### src/rtl/alu_reservation_station.sv
// ============================================================================
// Module   : alu_reservation_station
// Brief    : ALU/branch reservation station with CDB operand capture and
//            oldest-ready issue. Optional macro RS_CDB_BYPASS_EN lets an entry
//            issue in the same cycle its last operand is broadcast.
// Revision : 1.0 - initial release
// ============================================================================
`default_nettype none

`ifndef REG_VAL_WIDTH
`define REG_VAL_WIDTH 32
`endif
`ifndef PHYSICAL_REG_NUM_WIDTH
`define PHYSICAL_REG_NUM_WIDTH 6
`endif
`ifndef INST_ADDR_WIDTH
`define INST_ADDR_WIDTH 32
`endif
`ifndef ROB_SIZE_WIDTH
`define ROB_SIZE_WIDTH 5
`endif

package alu_rs_pkg;
    typedef struct packed {
        logic [3:0] alu_op;
        logic       use_imm;
        logic       is_branch;
    } control_t;
endpackage

module alu_reservation_station
    import alu_rs_pkg::*;
#(
    parameter int RS_DEPTH     = 4,
    parameter int RS_IDX_WIDTH = $clog2(RS_DEPTH)
) (
    input  logic                                clk,
    input  logic                                reset,
    input  logic                                flush,
    input  logic                                alloc_valid,
    output logic                                alloc_ready,
    input  logic [`PHYSICAL_REG_NUM_WIDTH-1:0]  alloc_src1_tag,
    input  logic                                alloc_src1_rdy,
    input  logic [`REG_VAL_WIDTH-1:0]           alloc_src1_val,
    input  logic [`PHYSICAL_REG_NUM_WIDTH-1:0]  alloc_src2_tag,
    input  logic                                alloc_src2_rdy,
    input  logic [`REG_VAL_WIDTH-1:0]           alloc_src2_val,
    input  logic [`PHYSICAL_REG_NUM_WIDTH-1:0]  alloc_dst_reg_addr,
    input  control_t                            alloc_control,
    input  logic [`REG_VAL_WIDTH-1:0]           alloc_immediate,
    input  logic [`INST_ADDR_WIDTH-1:0]         alloc_pc,
    input  logic [`ROB_SIZE_WIDTH-1:0]          alloc_rob_tag,
    input  logic                                cdb_valid,
    input  logic [`PHYSICAL_REG_NUM_WIDTH-1:0]  cdb_addr,
    input  logic [`REG_VAL_WIDTH-1:0]           cdb_val,
    input  logic                                alu_ready,
    output logic                                rs_valid,
    output logic [`REG_VAL_WIDTH-1:0]           src_reg1_val,
    output logic [`REG_VAL_WIDTH-1:0]           src_reg2_val,
    output logic [`PHYSICAL_REG_NUM_WIDTH-1:0]  dst_reg_addr,
    output control_t                            control,
    output logic [`REG_VAL_WIDTH-1:0]           immediate,
    output logic [`INST_ADDR_WIDTH-1:0]         pc_in,
    output logic [`ROB_SIZE_WIDTH-1:0]          new_inst_tag_in
);

    localparam int VW    = `REG_VAL_WIDTH;
    localparam int TW    = `PHYSICAL_REG_NUM_WIDTH;
    localparam int AW    = `INST_ADDR_WIDTH;
    localparam int RW    = `ROB_SIZE_WIDTH;
    localparam int CNT_W = RS_IDX_WIDTH + 1;
    localparam logic [CNT_W-1:0] C_DEPTH = CNT_W'(RS_DEPTH);

    // Entry storage
    logic [RS_DEPTH-1:0]     valid_q, valid_d;
    logic [RS_DEPTH-1:0]     s1_rdy_q, s1_rdy_d, s2_rdy_q, s2_rdy_d;
    logic [VW-1:0]           s1_val_q [RS_DEPTH];
    logic [VW-1:0]           s1_val_d [RS_DEPTH];
    logic [VW-1:0]           s2_val_q [RS_DEPTH];
    logic [VW-1:0]           s2_val_d [RS_DEPTH];
    logic [TW-1:0]           s1_tag_q [RS_DEPTH];
    logic [TW-1:0]           s1_tag_d [RS_DEPTH];
    logic [TW-1:0]           s2_tag_q [RS_DEPTH];
    logic [TW-1:0]           s2_tag_d [RS_DEPTH];
    logic [TW-1:0]           dst_q    [RS_DEPTH];
    logic [TW-1:0]           dst_d    [RS_DEPTH];
    control_t                ctrl_q   [RS_DEPTH];
    control_t                ctrl_d   [RS_DEPTH];
    logic [VW-1:0]           imm_q    [RS_DEPTH];
    logic [VW-1:0]           imm_d    [RS_DEPTH];
    logic [AW-1:0]           pc_q     [RS_DEPTH];
    logic [AW-1:0]           pc_d     [RS_DEPTH];
    logic [RW-1:0]           rob_q    [RS_DEPTH];
    logic [RW-1:0]           rob_d    [RS_DEPTH];
    logic [RS_IDX_WIDTH-1:0] age_q    [RS_DEPTH];
    logic [RS_IDX_WIDTH-1:0] age_d    [RS_DEPTH];

    // Issue-port registers
    logic          rs_valid_q, rs_valid_d;
    logic [VW-1:0] out_s1_q, out_s1_d, out_s2_q, out_s2_d, out_imm_q, out_imm_d;
    logic [TW-1:0] out_dst_q, out_dst_d;
    control_t      out_ctrl_q, out_ctrl_d;
    logic [AW-1:0] out_pc_q, out_pc_d;
    logic [RW-1:0] out_rob_q, out_rob_d;

    logic [CNT_W-1:0]        valid_cnt;
    logic [RS_DEPTH-1:0]     s1_hit, s2_hit, eligible;
    logic [RS_IDX_WIDTH-1:0] alloc_idx, sel_idx, sel_age, new_age;
    logic                    do_issue, alloc_fire, a1_hit, a2_hit;

    always_comb begin
        valid_cnt = '0;
        s1_hit    = '0;
        s2_hit    = '0;
        eligible  = '0;
        for (int i = 0; i < RS_DEPTH; i++) begin
            valid_cnt = valid_cnt + CNT_W'(valid_q[i]);
            s1_hit[i] = cdb_valid && !s1_rdy_q[i] && (s1_tag_q[i] == cdb_addr);
            s2_hit[i] = cdb_valid && !s2_rdy_q[i] && (s2_tag_q[i] == cdb_addr);
`ifdef RS_CDB_BYPASS_EN
            eligible[i] = valid_q[i] && (s1_rdy_q[i] || s1_hit[i])
                                     && (s2_rdy_q[i] || s2_hit[i]);
`else
            eligible[i] = valid_q[i] && s1_rdy_q[i] && s2_rdy_q[i];
`endif
        end
    end

    // Lowest free slot for allocation; lowest age rank among eligible for issue
    always_comb begin
        alloc_idx = '0;
        for (int i = RS_DEPTH - 1; i >= 0; i--) begin
            if (!valid_q[i]) alloc_idx = RS_IDX_WIDTH'(i);
        end
        sel_idx = '0;
        sel_age = '1;
        for (int i = 0; i < RS_DEPTH; i++) begin
            if (eligible[i] && (age_q[i] <= sel_age)) begin
                sel_idx = RS_IDX_WIDTH'(i);
                sel_age = age_q[i];
            end
        end
    end

    assign alloc_ready = (valid_cnt < C_DEPTH);
    assign do_issue    = alu_ready && !rs_valid_q && (|eligible) && !flush;
    assign alloc_fire  = alloc_valid && alloc_ready && !flush;
    // Survivors keep ranks 0..n-1, so the newcomer takes the count after issue
    assign new_age     = RS_IDX_WIDTH'(valid_cnt - CNT_W'(do_issue));
    assign a1_hit      = cdb_valid && !alloc_src1_rdy && (cdb_addr == alloc_src1_tag);
    assign a2_hit      = cdb_valid && !alloc_src2_rdy && (cdb_addr == alloc_src2_tag);

    always_comb begin
        valid_d    = valid_q;
        s1_rdy_d   = s1_rdy_q;
        s2_rdy_d   = s2_rdy_q;
        s1_val_d   = s1_val_q;
        s2_val_d   = s2_val_q;
        s1_tag_d   = s1_tag_q;
        s2_tag_d   = s2_tag_q;
        dst_d      = dst_q;
        ctrl_d     = ctrl_q;
        imm_d      = imm_q;
        pc_d       = pc_q;
        rob_d      = rob_q;
        age_d      = age_q;
        rs_valid_d = do_issue;
        out_s1_d   = out_s1_q;
        out_s2_d   = out_s2_q;
        out_dst_d  = out_dst_q;
        out_ctrl_d = out_ctrl_q;
        out_imm_d  = out_imm_q;
        out_pc_d   = out_pc_q;
        out_rob_d  = out_rob_q;

        for (int i = 0; i < RS_DEPTH; i++) begin
            if (valid_q[i]) begin
                if (s1_hit[i]) begin
                    s1_rdy_d[i] = 1'b1;
                    s1_val_d[i] = cdb_val;
                end
                if (s2_hit[i]) begin
                    s2_rdy_d[i] = 1'b1;
                    s2_val_d[i] = cdb_val;
                end
                if (do_issue && (age_q[i] > sel_age)) begin
                    age_d[i] = age_q[i] - RS_IDX_WIDTH'(1);
                end
            end
        end

        if (do_issue) begin
            valid_d[sel_idx] = 1'b0;
`ifdef RS_CDB_BYPASS_EN
            out_s1_d = s1_rdy_q[sel_idx] ? s1_val_q[sel_idx] : cdb_val;
            out_s2_d = s2_rdy_q[sel_idx] ? s2_val_q[sel_idx] : cdb_val;
`else
            out_s1_d = s1_val_q[sel_idx];
            out_s2_d = s2_val_q[sel_idx];
`endif
            out_dst_d  = dst_q[sel_idx];
            out_ctrl_d = ctrl_q[sel_idx];
            out_imm_d  = imm_q[sel_idx];
            out_pc_d   = pc_q[sel_idx];
            out_rob_d  = rob_q[sel_idx];
        end

        if (alloc_fire) begin
            valid_d[alloc_idx]  = 1'b1;
            s1_rdy_d[alloc_idx] = alloc_src1_rdy || a1_hit;
            s2_rdy_d[alloc_idx] = alloc_src2_rdy || a2_hit;
            s1_val_d[alloc_idx] = a1_hit ? cdb_val : alloc_src1_val;
            s2_val_d[alloc_idx] = a2_hit ? cdb_val : alloc_src2_val;
            s1_tag_d[alloc_idx] = alloc_src1_tag;
            s2_tag_d[alloc_idx] = alloc_src2_tag;
            dst_d[alloc_idx]    = alloc_dst_reg_addr;
            ctrl_d[alloc_idx]   = alloc_control;
            imm_d[alloc_idx]    = alloc_immediate;
            pc_d[alloc_idx]     = alloc_pc;
            rob_d[alloc_idx]    = alloc_rob_tag;
            age_d[alloc_idx]    = new_age;
        end

        if (flush) begin
            valid_d = '0;
        end
    end

    always_ff @(posedge clk) begin
        if (reset) begin
            valid_q    <= '0;
            s1_rdy_q   <= '0;
            s2_rdy_q   <= '0;
            for (int i = 0; i < RS_DEPTH; i++) begin
                s1_val_q[i] <= '0;
                s2_val_q[i] <= '0;
                s1_tag_q[i] <= '0;
                s2_tag_q[i] <= '0;
                dst_q[i]    <= '0;
                ctrl_q[i]   <= '0;
                imm_q[i]    <= '0;
                pc_q[i]     <= '0;
                rob_q[i]    <= '0;
                age_q[i]    <= '0;
            end
            rs_valid_q <= 1'b0;
            out_s1_q   <= '0;
            out_s2_q   <= '0;
            out_dst_q  <= '0;
            out_ctrl_q <= '0;
            out_imm_q  <= '0;
            out_pc_q   <= '0;
            out_rob_q  <= '0;
        end else begin
            valid_q    <= valid_d;
            s1_rdy_q   <= s1_rdy_d;
            s2_rdy_q   <= s2_rdy_d;
            s1_val_q   <= s1_val_d;
            s2_val_q   <= s2_val_d;
            s1_tag_q   <= s1_tag_d;
            s2_tag_q   <= s2_tag_d;
            dst_q      <= dst_d;
            ctrl_q     <= ctrl_d;
            imm_q      <= imm_d;
            pc_q       <= pc_d;
            rob_q      <= rob_d;
            age_q      <= age_d;
            rs_valid_q <= rs_valid_d;
            out_s1_q   <= out_s1_d;
            out_s2_q   <= out_s2_d;
            out_dst_q  <= out_dst_d;
            out_ctrl_q <= out_ctrl_d;
            out_imm_q  <= out_imm_d;
            out_pc_q   <= out_pc_d;
            out_rob_q  <= out_rob_d;
        end
    end

    assign rs_valid        = rs_valid_q;
    assign src_reg1_val    = out_s1_q;
    assign src_reg2_val    = out_s2_q;
    assign dst_reg_addr    = out_dst_q;
    assign control         = out_ctrl_q;
    assign immediate       = out_imm_q;
    assign pc_in           = out_pc_q;
    assign new_inst_tag_in = out_rob_q;

endmodule

`default_nettype wire

### config.mk
export PLATFORM = sky130hd
export DESIGN_NAME = alu_reservation_station
export DESIGN_NICKNAME = d
export VERILOG_FILES = /design/src/rtl/alu_reservation_station.sv
export SDC_FILE = /design/constraint.sdc
export NUM_CORES = 2
export LEC_CHECK = 0
export ABC_CLOCK_PERIOD_IN_PS = 6200
export CAP_MARGIN = 10
export CORE_MARGIN = 1
export CORE_UTILIZATION = 45
export CTS_CLUSTER_SIZE = 20
export DETAILED_ROUTE_END_ITERATION = 8
export MAX_ROUTING_LAYER = met4
export PLACE_DENSITY = 0.68
export SLEW_MARGIN = 0
export SYNTH_ARGS = -nofsm -noshare
export SYNTH_HDL_FRONTEND = slang
export SYNTH_SLANG_ARGS = --single-unit
### constraint.sdc
create_clock -name clk -period 6.2 [get_ports clk]
set_input_delay 0.93 -clock clk [delete_from_list [all_inputs] [get_ports clk]]
set_output_delay 0.93 -clock clk [all_outputs]
set_load 0.02 [all_outputs]
==> results by group <==
Layout
  – Layout Nets: 4812
  – Syn-to-layout area delta: 17.75%
  – Ratio of cells with drive above 1 in the final layout: under 10%

Clock network
  – Clock transition at path regs: around 0.060 ns
  – CTS root buf: clkbuf_16
  – Num CTS Buffers: just under 90
  – H-tree depth: 3
  – Clk sink count: 794
  – Clock latency on the worst-skew pair: approximately 0.66 ns
  – Clk buf depth: 3
  – CTS tree: yes

Power
  – Sequential share of power: roughly 46%
  – Int Pwr: around 8600 µW
  – Sw Ratio: around a quarter
  – Pwr dens: approximately 260 mW/mm²
  – Cell leakage power: 0.01447 µW
  – Max rail drop VDD: between 150 and 200 µV
  – Clk pwr share: between 40 and 50%
  – Combinational Power Share: 6.7%
  – Sw power: between 2000 and 3000 µW

Logic synthesis
  – Gate Count Post-Synth: 4612
  – Ys async rst share: 0%
  – Area share of the largest cell type after synthesis: around 43%
  – Synth cell types: 67
  – Leading area contributor after synthesis: dfxtp_1
  – Synth top cells by count: dfxtp_1 (794), nand2_1 (765), a21oi_1 (658), a211oi_1 (486), clkbuf_1 (407)
  – Main area contributors after synthesis: dfxtp_1 (43%), a211oi_1 (9.8%), a21oi_1 (8.8%)
  – Ys flop type: dfxtp_1
  – Post-Syn Area: 0.03723 mm²
  – Register bit count reported by yosys: about 800
  – Synthesis warning total: 0
  – Synthesized Nets: 4826
  – Sequential element share of the synthesized area: 42.70%
  – Top-count cell post-synth: dfxtp_1
  – Number of synthesized flops with an enable pin: 0
  – Synthesized area per cell: 8.072 µm²

GRT
  – Most Crowded Layer GR: met2
  – Pin count of the biggest net entering global routing: 217
  – GR Layer Usage met1: about 44%
  – Vias in the first global route: ~35000
  – First-pass GRT wire length: 217.4 mm
  – Total congestion overflow: 0
  – Initial antenna violation count: 14
  – Global Route met2 Usage: between 50% and 60%
  – Grt met3 use: between 6 and 7%
  – Total global-route track usage: 34.43%

Min path
  – Hold Path Class: reg2reg

Drt
  – Routed Antenna Nets: 0
  – Drt total wl: 144.4 mm
  – DR vias: 36740
  – Drt first pass iters: 8
  – Drt wl/cell: roughly 25 µm
  – DR vias/cell: about 6.4
  – Initial drt markers: around 4300
  – DRC viols: 4

Critical path
  – CP top delay family: compound AO/OA/AOI/OAI gates
  – Most frequent cell on the critical path: ha_1
  – Critical path capture point type: register
  – CP max stage cell: dfxtp_1
  – Buf/Inv on CP: 1
  – Required time worst endpoint: around 6.7 ns
  – Largest stage delay on the critical path: 0.40 ns
  – Setup Crit Path Kind: reg2reg
  – Worst Path Arrival: around 6.3 ns
  – CP Launch Type: register
  – Crit Path Max Fanout: 5

STA
  – Max-slew violations: 0
  – Tcrit/Tclk final: just over 90%
  – Period minus WS final: 5.781 ns
  – Worst-margin pin slew: 1.243 ns
  – Max-slew headroom: between 10% and 20%
  – Final setup vio count: 0
  – Worst hold slack: 0.4494 ns
  – TNS Setup: 0 ns
  – Clock skew: approximately 0.026 ns
  – Final Hold Viols: 0
  – Peak Freq: 173.0 MHz
  – RSZ-0062 raised after global routing: false

Placed design
  – PortBufs: roughly 350
  – GP Congestion: between 0.8 and 0.9
  – DP HPWL: 76.86 mm

Floorplan
  – Starting Density: between 40% and 50%
  – DIE HEIGHT: approximately 290 µm
  – # IOs: 350
  – Cell Rows: between 100 and 150
  – Core footprint: 0.08198 mm²
  – Die W: roughly 290 µm
  – Die area: ~0.084 mm²

Flow run
  – Max-cap violations: 0

Status
  – Status: finished with violations
  – Failing checks: design-rule violations
metrics by stage:
stage | worst slack [ns] | power, µW | utilization, % | area [µm²] | instances
finish | 0.4188 | 11350 | 53.47 | 43830 | 5747
global route | 0.006726 | 11650 | 53.46 | 43830 | 5744
CTS | 0.1290 | 11360 | 53.40 | 43770 | 5731
detailed placement | 0.1483 | 6065 | 49.85 | 40870 | 5579
global placement | 0.3511 | 6059 | 49.85 | 40870 | 5579
floorplan | 0.02709 | 5721 | - | 37270 | 4612
cells by family after synthesis:
family | Yosys count | share of synthesized area (%)
flip-flops | 794 | 42.70
AND/OR/NAND/NOR | 1151 | 13.37
buffers and inverters | 624 | 6.779
adder cells (fa/ha/maj) | 14 | 0.4705
multiplexers | 64 | 1.721
AO/OA/AOI/OAI | 1903 | 33.50
XOR/XNOR | 62 | 1.459
sequential cells by signal, indices dropped and copies added (netlist names), 8 cells and up:
name	count
age_q	8
ctrl_q	24
dst_q	24
imm_q	128
immediate	32
pc_in	32
pc_q	128
rob_q	20
s1_tag_q	24
s1_val_q	128
s2_tag_q	24
s2_val_q	128
src_reg1_val	32
src_reg2_val	32
placed cells by master (no fill, tap or decap), types with 13 or more instances in the layout:
cell type,Yosys,routed
clkinv_2,0,13
nor3_1,79,71
nor2_1,96,93
o211ai_1,76,76
nand3_1,71,69
or3_1,76,75
a21boi_0,255,254
a311oi_1,40,40
a21oi_1,658,658
inv_1,95,94
buf_4,11,65
o21ai_1,31,31
diode_2,0,16
mux2i_1,64,64
clkbuf_8,0,15
a311o_1,62,62
a32oi_1,74,74
clkbuf_1,407,19
a211oi_1,486,486
o21ai_0,185,184
clkbuf_16,0,87
clkdlybuf4s50_1,0,348
xor2_1,51,51
dfxtp_1,794,794
nand2_1,765,762
routing by layer:
metal  wire length [µm]  share of wire [%]
met1              58520                 41
met2              65640                 45
met3              14610                 10
met4               5661                3.9
met5                  0                  0
power groups by stage:
stage | combinational [µW] | clock (µW) | sequential [µW]
after floorplan | 409 | 0 | 5310
after global placement | 741 | 0 | 5320
after detailed placement | 746 | 0 | 5320
after CTS | 750 | 5400 | 5210
after global routing | 810 | 5630 | 5210
final | 764 | 5370 | 5210
worst paths after layout:
kind / from / endpoint / slack [ns] / cells past startpoint
hold / removal: pc_q[41]$_SDFFE_PP0P_ / pc_q[41]$_SDFFE_PP0P_ / 0.45 / 2
setup reg to reg: s2_rdy_q[0]$_SDFF_PP0_ / age_q[3]$_SDFF_PP0_ / 0.42 / 26
hold reg to reg: pc_q[41]$_SDFFE_PP0P_ / pc_q[41]$_SDFFE_PP0P_ / 0.45 / 2
setup / recovery: s2_rdy_q[0]$_SDFF_PP0_ / age_q[3]$_SDFF_PP0_ / 0.42 / 26
cell type report:
cell class              instances  area [µm²]
repair buffers                425        4207
flip-flops and latches        794       15900
multi-input cells            3194       19080
fillers                      7797       38140
inverters                      96       365.4
clock inverters                31       451.7
well taps                    1070        1339
clock buffers                 121        2455
diodes                         16       40.04
worst register-to-register path, stage by stage (launching register included):
cell	delay [ns]
dfxtp_1	0.40
and3_1	0.24
and2_1	0.17
inv_1	0.05
ha_1	0.28
nor2_1	0.05
maj3_2	0.32
o21ai_0	0.20
a21boi_0	0.21
ha_1	0.30
nor3b_2	0.32
nand2b_4	0.22
nor2_4	0.04
nand2_1	0.09
nand2_1	0.06
ha_1	0.27
nor2_1	0.16
a21boi_1	0.15
a21oi_4	0.19
nor2_1	0.07
a31oi_2	0.29
ha_1	0.31
o21ba_2	0.21
a41o_1	0.25
a2111oi_4	0.35
nor3_1	0.07
a2111oi_0	0.40
what timing repair did:
action                     in CTS  in global routing
setup endpoints to repair       0                  3
buffers inserted                0                  0
gates resized for setup         0                  5
hold buffers                    0                  0
Note: power is estimated with default switching activity, not from simulation.
